==> config.mk <==
export PLATFORM = sky130hd
export DESIGN_NAME = serial_frame_capture
export DESIGN_NICKNAME = d
export VERILOG_FILES = /design/src/rtl/serial_frame_capture_pkg.sv /design/src/rtl/sipo_shift_reg.sv /design/src/rtl/serial_frame_capture.sv
export VERILOG_INCLUDE_DIRS = /design/src /design/src/rtl
export SDC_FILE = /design/constraint.sdc
export NUM_CORES = 1
export LEC_CHECK = 0
export BUFFER_PORTS_ARGS = -buffer_cell sky130_fd_sc_hd__buf_4
export CAP_MARGIN = 40
export CORE_AREA = 4 4 74 48
export DETAILED_ROUTE_END_ITERATION = 8
export DIE_AREA = 0 0 78 52
export GPL_ROUTABILITY_DRIVEN = 0
export SETUP_SLACK_MARGIN = 0.02
export SLEW_MARGIN = 5
export SYNTH_ARGS = -nofsm -noshare
export SYNTH_HDL_FRONTEND = slang
export SYNTH_SLANG_ARGS = --single-unit
==> constraint.sdc <==
create_clock -name clk -period 2.25 [get_ports clk]
set_input_delay 0.225 -clock clk [delete_from_list [all_inputs] [get_ports clk]]
set_output_delay 0.225 -clock clk [all_outputs]
set_load 0.05 [all_outputs]
==> src/rtl/serial_frame_defs.vh <==
// State encodings and parity-mode constants for the serial frame capture/transmit blocks.
`ifndef SERIAL_FRAME_DEFS_VH
`define SERIAL_FRAME_DEFS_VH
localparam logic [2:0] ST_WAIT_HI = 3'd0;
localparam logic [2:0] ST_IDLE    = 3'd1;
localparam logic [2:0] ST_DATA    = 3'd2;
localparam logic [2:0] ST_PARITY  = 3'd3;
localparam logic [2:0] ST_STOP    = 3'd4;
localparam int PARITY_MODE_EVEN   = 0;
localparam int PARITY_MODE_ODD    = 1;
`endif

==> src/rtl/serial_frame_capture_pkg.sv <==
// Shared types for the serial frame capture block.
package serial_frame_capture_pkg;
    `include "serial_frame_defs.vh"

    typedef enum logic [2:0] {
        S_WAIT_HI = ST_WAIT_HI,
        S_IDLE    = ST_IDLE,
        S_DATA    = ST_DATA,
        S_PARITY  = ST_PARITY,
        S_STOP    = ST_STOP
    } frame_state_t;
endpackage

==> src/rtl/sipo_shift_reg.sv <==
// LSB-first serial-in parallel-out register: first bit shifted in ends up in q[0].
module sipo_shift_reg #(
    parameter int DATA_W = 8
) (
    input  logic              clk,
    input  logic              rst,
    input  logic              shift_en,
    input  logic              d_in,
    output logic [DATA_W-1:0] q
);
    // Shift towards the LSB so bit 0 of the frame lands in q[0] after DATA_W shifts.
    always_ff @(posedge clk) begin
        if (rst) begin
            q <= '0;
        end else if (shift_en) begin
            q <= {d_in, q[DATA_W-1:1]};
        end else begin
            q <= q;
        end
    end
endmodule

==> src/rtl/serial_frame_capture.sv <==
// Reassembles start/data/parity/stop frames from a one-bit-per-clock stream into a valid/ready word buffer.
module serial_frame_capture
    import serial_frame_capture_pkg::*;
#(
    parameter int DATA_W     = 8,
    parameter int PARITY_EN  = 1,
    parameter int PARITY_ODD = 0
) (
    input  logic              clk,
    input  logic              rst,
    input  logic              d_in,
    input  logic              out_ready,
    output logic [DATA_W-1:0] word_out,
    output logic              word_valid,
    output logic              busy,
    output logic              parity_err,
    output logic              frame_err,
    output logic              overrun
);
    localparam int CNT_W = $clog2(DATA_W) + 1;
    localparam logic [CNT_W-1:0] LAST_BIT = CNT_W'(DATA_W - 1);

    frame_state_t      state_r;
    logic [CNT_W-1:0]  cnt_r;
    logic              par_bit_r;
    logic [DATA_W-1:0] shift_q_s;
    logic              shift_en_s;
    logic [DATA_W-1:0] word_r;
    logic              word_valid_r;
    logic              busy_r;
    logic              parity_err_r;
    logic              frame_err_r;
    logic              overrun_r;

    function automatic logic expected_parity(input logic [DATA_W-1:0] data);
        return (^data) ^ (PARITY_ODD != 0);
    endfunction

    // Data bits are shifted exactly while the FSM sits in DATA.
    always_comb begin
        shift_en_s = 1'b0;
        if (state_r == S_DATA) begin
            shift_en_s = 1'b1;
        end else begin
            shift_en_s = 1'b0;
        end
    end

    sipo_shift_reg #(.DATA_W(DATA_W)) u_sipo (
        .clk      (clk),
        .rst      (rst),
        .shift_en (shift_en_s),
        .d_in     (d_in),
        .q        (shift_q_s)
    );

    // Frame FSM, bit counter, output buffer and error pulses; busy tracks the state it enters.
    always_ff @(posedge clk) begin
        if (rst) begin
            state_r      <= S_WAIT_HI;
            cnt_r        <= '0;
            par_bit_r    <= 1'b0;
            word_r       <= '0;
            word_valid_r <= 1'b0;
            busy_r       <= 1'b0;
            parity_err_r <= 1'b0;
            frame_err_r  <= 1'b0;
            overrun_r    <= 1'b0;
        end else begin
            parity_err_r <= 1'b0;
            frame_err_r  <= 1'b0;
            overrun_r    <= 1'b0;
            if (word_valid_r && out_ready) begin
                word_valid_r <= 1'b0;
            end
            case (state_r)
                S_WAIT_HI: begin
                    if (d_in) begin
                        state_r <= S_IDLE;
                    end
                end
                S_IDLE: begin
                    if (!d_in) begin
                        state_r <= S_DATA;
                        cnt_r   <= '0;
                        busy_r  <= 1'b1;
                    end
                end
                S_DATA: begin
                    cnt_r <= cnt_r + CNT_W'(1);
                    if (cnt_r == LAST_BIT) begin
                        state_r <= (PARITY_EN != 0) ? S_PARITY : S_STOP;
                    end
                end
                S_PARITY: begin
                    par_bit_r <= d_in;
                    state_r   <= S_STOP;
                end
                S_STOP: begin
                    busy_r  <= 1'b0;
                    state_r <= d_in ? S_IDLE : S_WAIT_HI;
                    // A consume on this same edge frees the buffer, so a good frame still loads.
                    if (!d_in) begin
                        frame_err_r <= 1'b1;
                    end else if ((PARITY_EN != 0) && (par_bit_r != expected_parity(shift_q_s))) begin
                        parity_err_r <= 1'b1;
                    end else if (word_valid_r && !out_ready) begin
                        overrun_r <= 1'b1;
                    end else begin
                        word_r       <= shift_q_s;
                        word_valid_r <= 1'b1;
                    end
                end
                default: begin
                    state_r <= S_WAIT_HI;
                    busy_r  <= 1'b0;
                end
            endcase
        end
    end

    assign word_out   = word_r;
    assign word_valid = word_valid_r;
    assign busy       = busy_r;
    assign parity_err = parity_err_r;
    assign frame_err  = frame_err_r;
    assign overrun    = overrun_r;
endmodule

==> flow_summary.yaml, run 1 <==
min_path:
  holdCritStartpoint: "d_in"
  hold-path-cell-count: 2
  hold_end: "frame_err"
  hold_path.class: "in2reg"
logic_synthesis:
  yosys.area.top_type: "dfxtp_1"
  synth_top_cell_area_share: 0.463
  yosysUniqueCellTypes: 32
  synth_most_common_cell: "dfxtp_1"
  syn-cell-area_um2: 1250
  synth_seq_cells: 29
  synth_commonest_cells: "29 x dfxtp_1, 18 x nand2_1, 16 x nand2b_1, 11 x nor2_1, 10 x a21oi_1"
  synth_edf_count: 0
  syn_inst: 132
  avgSynthCellArea_um2: 9.51
  async_flop_share: 0
  synth-main-ff-cell: "dfxtp_1"
  ys_seq_area_frac: 0.463
  synth_warnings: 0
  synth_area_leaders: "dfxtp_1 46%, nand2b_1 8.0%, mux2i_1 7.2%, nand2_1 5.4%, a21oi_1 4.0%"
  synth_nets: 137
sta:
  setup_tns_ns: 0
  fmax_ghz: 0.559
  setup_viol: 0
  worst_slew_pin_slew_ns: 0.428
  skew_ns: 0.00236
  period_share: 0.796
  holdWs_ns: 0.200
  period_minus_slack_ns: 1.79
  final_max_slew_viol_count: 0
  rsz0062_at_grt: "false"
  max_slew_margin: 0.709
  finalHoldViolations: 0
power_and_ir_drop:
  p_leak_nw: 0.537
  ir_drop_mv: 0.296
  power_density_nw_per_um2: 652
worst_setup_path:
  cp-start-kind: "register"
  worstPathCellList: "xor2_1 -> xnor3_2 -> mux2i_4 -> mux2i_1"
  cp.arrival_ns: 1.99
  slowest_delay_ns: 0.51
  r2r-end: "word_out[6]"
  path_class: "reg2reg"
  slowest_stage: "xnor3_2"
  cp.depth: 4
  r2r_slack_ns: 0.46
  crit_fanout: 8
  critPathTopFamily: "XOR/XNOR gates"
  worstReg2RegStart: "u_sipo.q[4]"
  crit_buf_inv: 0
  crit_required_ns: 2.45
  critPathCaptureType: "register"
  r2r_cells: 4
die:
  rows: 15
  coreArea_um2: 2830
  die_h_um: 52
  die_w_um: 78
  initial_core_util: 0.443
  die_area_um2: 4060
  io_pins: 17
routing:
  drt_iter0_markers: 46
  drt_wl_total_mm: 2.25
  drt-pass1-iter-count: 4
  drc: 0
  via_per_inst: 4.80
  route.detailed.wl_per_inst_um: 11.7
  vias: 922
  ant_nets: 0
clocking:
  ctsRootBufferMaster: "clkbuf_8"
  clk_latency_ns: 0.27
  cts_buffers: 5
  clock-sinks: 29
  cts_post_setup_buffers_inserted: 0
  clock_path_buffers: 2
  ctsResizeCount: 0
  clk_pin_slew_ns: 0.06
  cts_tree: "built"
  ctsHoldBuffers: 0
  htree_num_levels: 2
global_routing:
  gr-total-overflow: 0
  grt_pass1_vias: 869
  grt_max_degree: 38
  grt_antenna_before_repair: 0
  grt_util_all_layers: 0.126
  grt_pass1_wl_mm: 3.91
layout:
  fin_nets: 154
  layout-drive-gt1-share: 0.180
  area_delta_synth_final_pct: 18.6
  antenna_cells: 0
outcome:
  status: "finished clean"
placed_design:
  hpwl_mm: 1.57
  port_buffers: 16
run:
  cap_violations: 0
through the flow:
stage,setup slack (ns),cell area (um2),power [mW],cells,util
floorplan,0.657,1250,0.573,132,-
global placement,0.522,1410,0.585,184,0.497
detailed placement,0.472,1410,0.586,184,0.497
CTS,0.455,1490,0.987,192,0.525
global route,0.305,1490,1.01,192,0.525
finish,0.460,1490,0.970,192,0.525
cells by family after synthesis:
kind of cell / Yosys count / synth area share
and+or+nand+nor: 63 / 0.278
xor gates and xnor gates: 6 / 0.0648
AOI/OAI and AO/OA: 16 / 0.0738
DFF: 29 / 0.463
buffers and inverters: 7 / 0.0209
adders and majority gates: 1 / 0.00997
muxes: 10 / 0.0897
routing by layer:
metal	global-route usage	wire length, um	up-vias
met5	0	0	-
li1	-	-	484
met4	0.0523	15	0
met3	0.0571	128	3
met1	0.164	1170	420
met2	0.179	938	15
layout by cell type, fill, tap and decap left out, types with 2 or more instances in the layout:
master	synthesis	routed
xor2_1	2	2
clkbuf_1	6	3
buf_4	0	17
dfxtp_1	29	29
a21oi_1	10	10
xnor2_1	2	2
nand3b_1	3	3
mux2i_1	9	9
clkbuf_8	0	5
nand2b_1	16	16
nor3b_1	3	3
nor2_1	11	11
nand2_1	18	18
nor3_1	3	3
worst reg2reg max path: stages, from the launching register on:
cell and delay [ns]:
dfxtp_1 0.39, xor2_1 0.17, xnor3_2 0.51, mux2i_4 0.41, mux2i_1 0.24
sequential cells by signal, indices dropped and copies added, names as in the netlist:
register,flops
overrun,1
parity_err,1
word_valid,1
state_r,3
par_bit_r,1
word_out,8
cnt_r,4
u_sipo.q,8
frame_err,1
busy,1
how the worst max path moves through the flow:
stage	from	slack, ns	end
after floorplan	u_sipo.q[4]	0.66	word_out[0]
after global placement	u_sipo.q[4]	0.52	word_out[5]
after detailed placement	u_sipo.q[0]	0.47	word_out[7]
after CTS	u_sipo.q[4]	0.46	word_out[7]
after global routing	u_sipo.q[4]	0.30	word_out[0]
final	u_sipo.q[4]	0.46	word_out[6]
area by class of cell:
| class | instances | area, um2 |
|---|---|---|
| Fill cell | 267 | 1350 |
| Multi-Input combinational cell | 96 | 648 |
| Sequential cell | 29 | 581 |
| Timing Repair Buffer | 17 | 128 |
| Clock buffer | 8 | 80.1 |
| Tap cell | 42 | 52.6 |
power breakdown:
part,internal (mW),switching [mW]
Clock,0.219,0.177
Combinational,0.0204,0.0295
Sequential,0.519,0.00601
Total,0.758,0.212
(Power assumes the default switching activity.)
==> inputs of run 2 (changes only) <==
--- a/config.mk
+++ b/config.mk
@@ -6,11 +6,12 @@
 export SDC_FILE = /design/constraint.sdc
 export NUM_CORES = 1
 export LEC_CHECK = 0
+export ABC_AREA = 1
 export BUFFER_PORTS_ARGS = -buffer_cell sky130_fd_sc_hd__buf_4
 export CAP_MARGIN = 40
-export CORE_AREA = 4 4 74 48
+export CORE_AREA = 4 4 75 49
 export DETAILED_ROUTE_END_ITERATION = 8
-export DIE_AREA = 0 0 78 52
+export DIE_AREA = 0 0 79 53
 export GPL_ROUTABILITY_DRIVEN = 0
 export SETUP_SLACK_MARGIN = 0.02
 export SLEW_MARGIN = 5
==> constraint.sdc (replaced) <==
create_clock -name clk -period 1.85 [get_ports clk]
set_input_delay 0.185 -clock clk [delete_from_list [all_inputs] [get_ports clk]]
set_output_delay 0.185 -clock clk [all_outputs]
set_load 0.05 [all_outputs]
==> flow_summary.yaml, run 2 <==
clocking:
  cts_buffers: 5
  htree_num_levels: 2
  ctsResizeCount: 0
  ctsHoldBuffers: 0
  clk_pin_slew_ns: 0.06
  clk_latency_ns: 0.27
  clock_path_buffers: 2
  ctsRootBufferMaster: "clkbuf_8"
  cts_tree: "built"
  cts_post_setup_buffers_inserted: 0
  clock-sinks: 29
logic_synthesis:
  avgSynthCellArea_um2: 7.24
  yosys.area.top_type: "dfxtp_1"
  synth_most_common_cell: "nand2_1"
  synth_commonest_cells: "37 x nand2_1, 29 x dfxtp_1, 21 x a21oi_1, 20 x nor2_1, 17 x inv_1"
  yosysUniqueCellTypes: 23
  synth_edf_count: 0
  synth_area_leaders: "dfxtp_1 45%, nand2_1 11%, a21oi_1 8.2%, nor2_1 5.8%, nand3_1 5.0%"
  synth_warnings: 0
  synth_nets: 183
  synth_top_cell_area_share: 0.450
  ys_seq_area_frac: 0.450
  syn_inst: 178
  async_flop_share: 0
  synth-main-ff-cell: "dfxtp_1"
  syn-cell-area_um2: 1290
  synth_seq_cells: 29
routing:
  drc: 0
  via_per_inst: 4.73
  drt-pass1-iter-count: 4
  drt_wl_total_mm: 2.54
  vias: 1139
  ant_nets: 0
  route.detailed.wl_per_inst_um: 10.5
  drt_iter0_markers: 60
outcome:
  status: "finished clean"
sta:
  period_minus_slack_ns: 1.41
  finalHoldViolations: 0
  holdWs_ns: 0.116
  setup_tns_ns: 0
  period_share: 0.760
  fmax_ghz: 0.711
  setup_viol: 0
  worst_slew_pin_slew_ns: 0.564
  rsz0062_at_grt: "false"
  final_max_slew_viol_count: 0
  max_slew_margin: 0.624
  skew_ns: 0.00901
global_routing:
  gr-total-overflow: 0
  grt_max_degree: 21
  grt_antenna_before_repair: 0
  grt_util_all_layers: 0.139
  grt_pass1_vias: 1018
  grt_pass1_wl_mm: 4.42
worst_setup_path:
  critPathTopFamily: "simple AND/OR/NAND/NOR gates"
  crit_fanout: 18
  cp-start-kind: "register"
  slowest_stage: "dfxtp_1"
  path_class: "reg2reg"
  slowest_delay_ns: 0.37
  cp.arrival_ns: 1.58
  crit_required_ns: 2.02
  worstPathCellList: "xor2_1 -> inv_1 -> nand2_1 -> nand3_1 -> nand2_4 -> nand3_1 -> nand2_1 -> nor2_1"
  critPathCaptureType: "register"
  crit_buf_inv: 1
min_path:
  hold_path.class: "in2reg"
placed_design:
  hpwl_mm: 1.83
  port_buffers: 16
  post-place-cells: 233
die:
  die_w_um: 79
  io_pins: 17
  initial_core_util: 0.418
  rows: 16
  die_h_um: 53
  die_area_um2: 4190
  coreArea_um2: 3080
layout:
  antenna_cells: 0
  fin_nets: 200
  mostFrequentLayoutCell: "nand2_1"
  final-instance-count-excl-fill: 241
  area_delta_synth_final_pct: 19.6
  layout-drive-gt1-share: 0.194
  mostFrequentLayoutCells: "37 x nand2_1, 29 x dfxtp_1, 21 x a21oi_1, 20 x nor2_1"
power_and_ir_drop:
  p_leak_nw: 0.671
  power_density_nw_per_um2: 995
  ir_drop_mv: 0.391
run:
  cap_violations: 0
## run 2: cell count changes after synthesis, moves of 3 or more
cell / delta
nand3b_1: -3
nor2_1: +9
o21ai_0: +11
mux2i_1: -9
nand2_1: +19
nor3b_1: -3
inv_2: +6
nand3_1: +12
a21oi_1: +11
inv_1: +17
clkbuf_1: -3
nand2b_1: -16
## run 2: logic make-up (layout without fill, tap and decap cells)
logic type | Yosys count | count (layout) | share of synthesized area
DFF | 29 | 29 | 0.450
buffers and inverters | 30 | 48 | 0.104
adders and majority gates | 1 | 1 | 0.00971
xor gates and xnor gates | 2 | 2 | 0.0136
AOI/OAI and AO/OA | 36 | 36 | 0.148
and+or+nand+nor | 80 | 80 | 0.275
## run 2: metrics by stage
stage | utilization | power, mW | cell area [um2] | setup WS, ns
2_1_floorplan | - | 0.856 | 1290 | 0.448
3_3_place_gp | 0.462 | 0.869 | 1430 | 0.484
3_5_place_dp | 0.462 | 0.873 | 1430 | 0.431
4_1_cts | 0.500 | 1.55 | 1540 | 0.423
5_1_grt | 0.500 | 1.61 | 1540 | 0.273
6_report | 0.500 | 1.53 | 1540 | 0.444
## run 2: final timing paths
path         slack [ns]  cells after the start         from           to
max                0.44                      8  u_sipo.q[6]  word_out[7]
min                0.12                      2         d_in    frame_err
max reg2reg        0.44                      8  u_sipo.q[6]  word_out[7]
min reg2reg        0.48                      2     cnt_r[1]     cnt_r[1]
## run 2: area by class of cell
| type | count | area, um2 |
|---|---|---|
| Clock buffer | 7 | 86.3 |
| Clock inverter | 1 | 30.0 |
| Fill cell | 310 | 1540 |
| Inverter | 23 | 86.3 |
| Multi-Input combinational cell | 119 | 574 |
| Sequential cell | 29 | 581 |
| Tap cell | 45 | 56.3 |
| Timing Repair Buffer | 17 | 128 |
## run 2: report_power, final
part | switching [mW] | internal (mW) | total, mW | leakage, nW
Clock | 0.234 | 0.439 | 0.673 | 0.0585
Combinational | 0.139 | 0.0588 | 0.198 | 0.377
Sequential | 0.0178 | 0.645 | 0.663 | 0.235
Total | 0.391 | 1.14 | 1.53 | 0.671
## run 2: metal layers
| layer | track usage | up-vias | wire, um |
|---|---|---|---|
| met3 | 0.0510 | 4 | 125 |
| met5 | 0 | - | 0 |
| met4 | 0.0600 | 0 | 25 |
| met1 | 0.179 | 512 | 1340 |
| li1 | - | 601 | - |
| met2 | 0.208 | 22 | 1050 |
==> inputs of run 3 (changes only) <==
--- a/config.mk
+++ b/config.mk
@@ -6,12 +6,12 @@
 export SDC_FILE = /design/constraint.sdc
 export NUM_CORES = 1
 export LEC_CHECK = 0
-export ABC_AREA = 1
+export ABC_AREA = 0
 export BUFFER_PORTS_ARGS = -buffer_cell sky130_fd_sc_hd__buf_4
 export CAP_MARGIN = 40
-export CORE_AREA = 4 4 75 49
+export CORE_AREA = 4 4 74 48
 export DETAILED_ROUTE_END_ITERATION = 8
-export DIE_AREA = 0 0 79 53
+export DIE_AREA = 0 0 78 52
 export GPL_ROUTABILITY_DRIVEN = 0
 export SETUP_SLACK_MARGIN = 0.02
 export SLEW_MARGIN = 5
==> constraint.sdc (replaced) <==
create_clock -name clk -period 1.4 [get_ports clk]
set_input_delay 0.14 -clock clk [delete_from_list [all_inputs] [get_ports clk]]
set_output_delay 0.14 -clock clk [all_outputs]
set_load 0.05 [all_outputs]
==> flow_summary.yaml, run 3 (synthesis gave the netlist of run 1 again) <==
sta:
  period_minus_slack_ns: 1.61
  rsz0062_at_grt: "true"
  fmax_ghz: 0.620
  worst_slew_pin_slew_ns: 0.322
  finalHoldViolations: 0
  setup_tns_ns: -1.94
  skew_ns: 0.00446
  setup_viol: 11
  layout_setup_ws_ns: -0.213
  max_slew_margin: 0.785
  holdWs_ns: 0.135
  period_share: 1.15
  final_max_slew_viol_count: 0
layout:
  mostFrequentLayoutCell: "buf_4"
  antenna_cells: 0
  mostFrequentLayoutCells: "33 x buf_4, 21 x dfxtp_1, 18 x nand2_1, 16 x nand2b_1, 11 x nor2_1"
  area_delta_synth_final_pct: 34.0
  fin_nets: 171
  layout-drive-gt1-share: 0.329
clocking:
  clk_pin_slew_ns: 0.06
  ctsRootBufferMaster: "clkbuf_8"
  cts_tree: "built"
  cts_buffers: 5
  ctsHoldBuffers: 0
  clk_latency_ns: 0.27
  clock-sinks: 29
  clock_path_buffers: 2
  htree_num_levels: 2
worst_setup_path:
  critPathCaptureType: "register"
  crit_fanout: 8
  r2r-end: "word_out[6]"
  worstReg2RegStart: "u_sipo.q[4]"
  path_class: "reg2reg"
  cp.arrival_ns: 1.81
  crit_required_ns: 1.60
  crit_start: "u_sipo.q[4]"
  cp-start-kind: "register"
  r2r_cells: 5
  r2r_slack_ns: -0.21
  crit_end: "word_out[6]"
die:
  rows: 15
  die_area_um2: 4060
  die_h_um: 52
  die_w_um: 78
  initial_core_util: 0.443
  coreArea_um2: 2830
  io_pins: 17
power_and_ir_drop:
  p_leak_nw: 0.649
  ir_drop_mv: 0.765
  power_density_nw_per_um2: 943
outcome:
  status: "complete, but fails checks"
  violations: "negative setup slack"
routing:
  via_per_inst: 4.85
  drt-pass1-iter-count: 4
  drc: 0
  ant_nets: 0
  route.detailed.wl_per_inst_um: 12.6
  drt_wl_total_mm: 2.63
  vias: 1014
  drt_iter0_markers: 94
global_routing:
  grt_busiest_layer: "met2"
  grt_antenna_before_repair: 0
  grt_pass1_vias: 916
  met2_usage: 0.212
  grt.met1_usage: 0.193
  grt_util_all_layers: 0.143
  met3_usage: 0.0484
  grt_pass1_wl_mm: 4.38
  grt_max_degree: 38
  gr-total-overflow: 0
min_path:
  hold_path.class: "in2reg"
placed_design:
  hpwl_mm: 1.80
  port_buffers: 16
run:
  cap_violations: 0
run 3: final cells by class:
class,instances,area [um2]
Multi-Input combinational cell,96,691
Timing Repair Buffer,34,268
Tap cell,42,52.6
Sequential cell,29,591
Fill cell,255,1150
Clock buffer,8,80.1
run 3: critical path, cell delays in order, from the launching register on:
cell,delay (ns)
dfxtp_2,0.33
xor2_2,0.17
xnor3_2,0.43
mux2i_4,0.25
buf_12,0.15
mux2i_1,0.19
run 3: per-stage QoR:
step	instance area [um2]	util	power [mW]	instances	worst slack [ns]
floorplan	1280	-	0.924	132	-0.152
global placement	1540	0.544	0.948	198	-0.130
detailed placement	1540	0.544	0.950	198	-0.157
CTS	1640	0.579	1.60	207	-0.177
global route	1680	0.593	1.66	209	-0.265
finish	1680	0.593	1.59	209	-0.213
run 3: report_power, final:
group / leakage, nW / total [mW] / switching, mW / internal [mW]
sequential: 0.238 / 0.842 / 0.00796 / 0.834
clock: 0.0395 / 0.644 / 0.292 / 0.352
combinational: 0.371 / 0.0997 / 0.0551 / 0.0446
total: 0.649 / 1.59 / 0.355 / 1.23
run 3: per-layer routing:
layer  vias to the layer above  share of wire  wire length [um]
met2                        25           0.42              1110
met5                         -              0                 0
li1                        517              -                 -
met4                         0         0.0080                21
met3                         2          0.055               144
met1                       470           0.51              1350
run 3: how the worst min path moves through the flow:
stage / start / to / depth (start not counted)
global route: d_in / frame_err / 2
global placement: d_in / frame_err / 2
finish: d_in / frame_err / 2
floorplan: cnt_r[3] / cnt_r[3] / 1
CTS: d_in / frame_err / 2
detailed placement: d_in / frame_err / 2
run 3: timing repair:
| action | in CTS | in global routing |
|---|---|---|
| setup buffers | 1 | 2 |
| endpoints found under the setup margin | 13 | 15 |
| resized for setup | 3 | 6 |
| pin swaps | 5 | 2 |
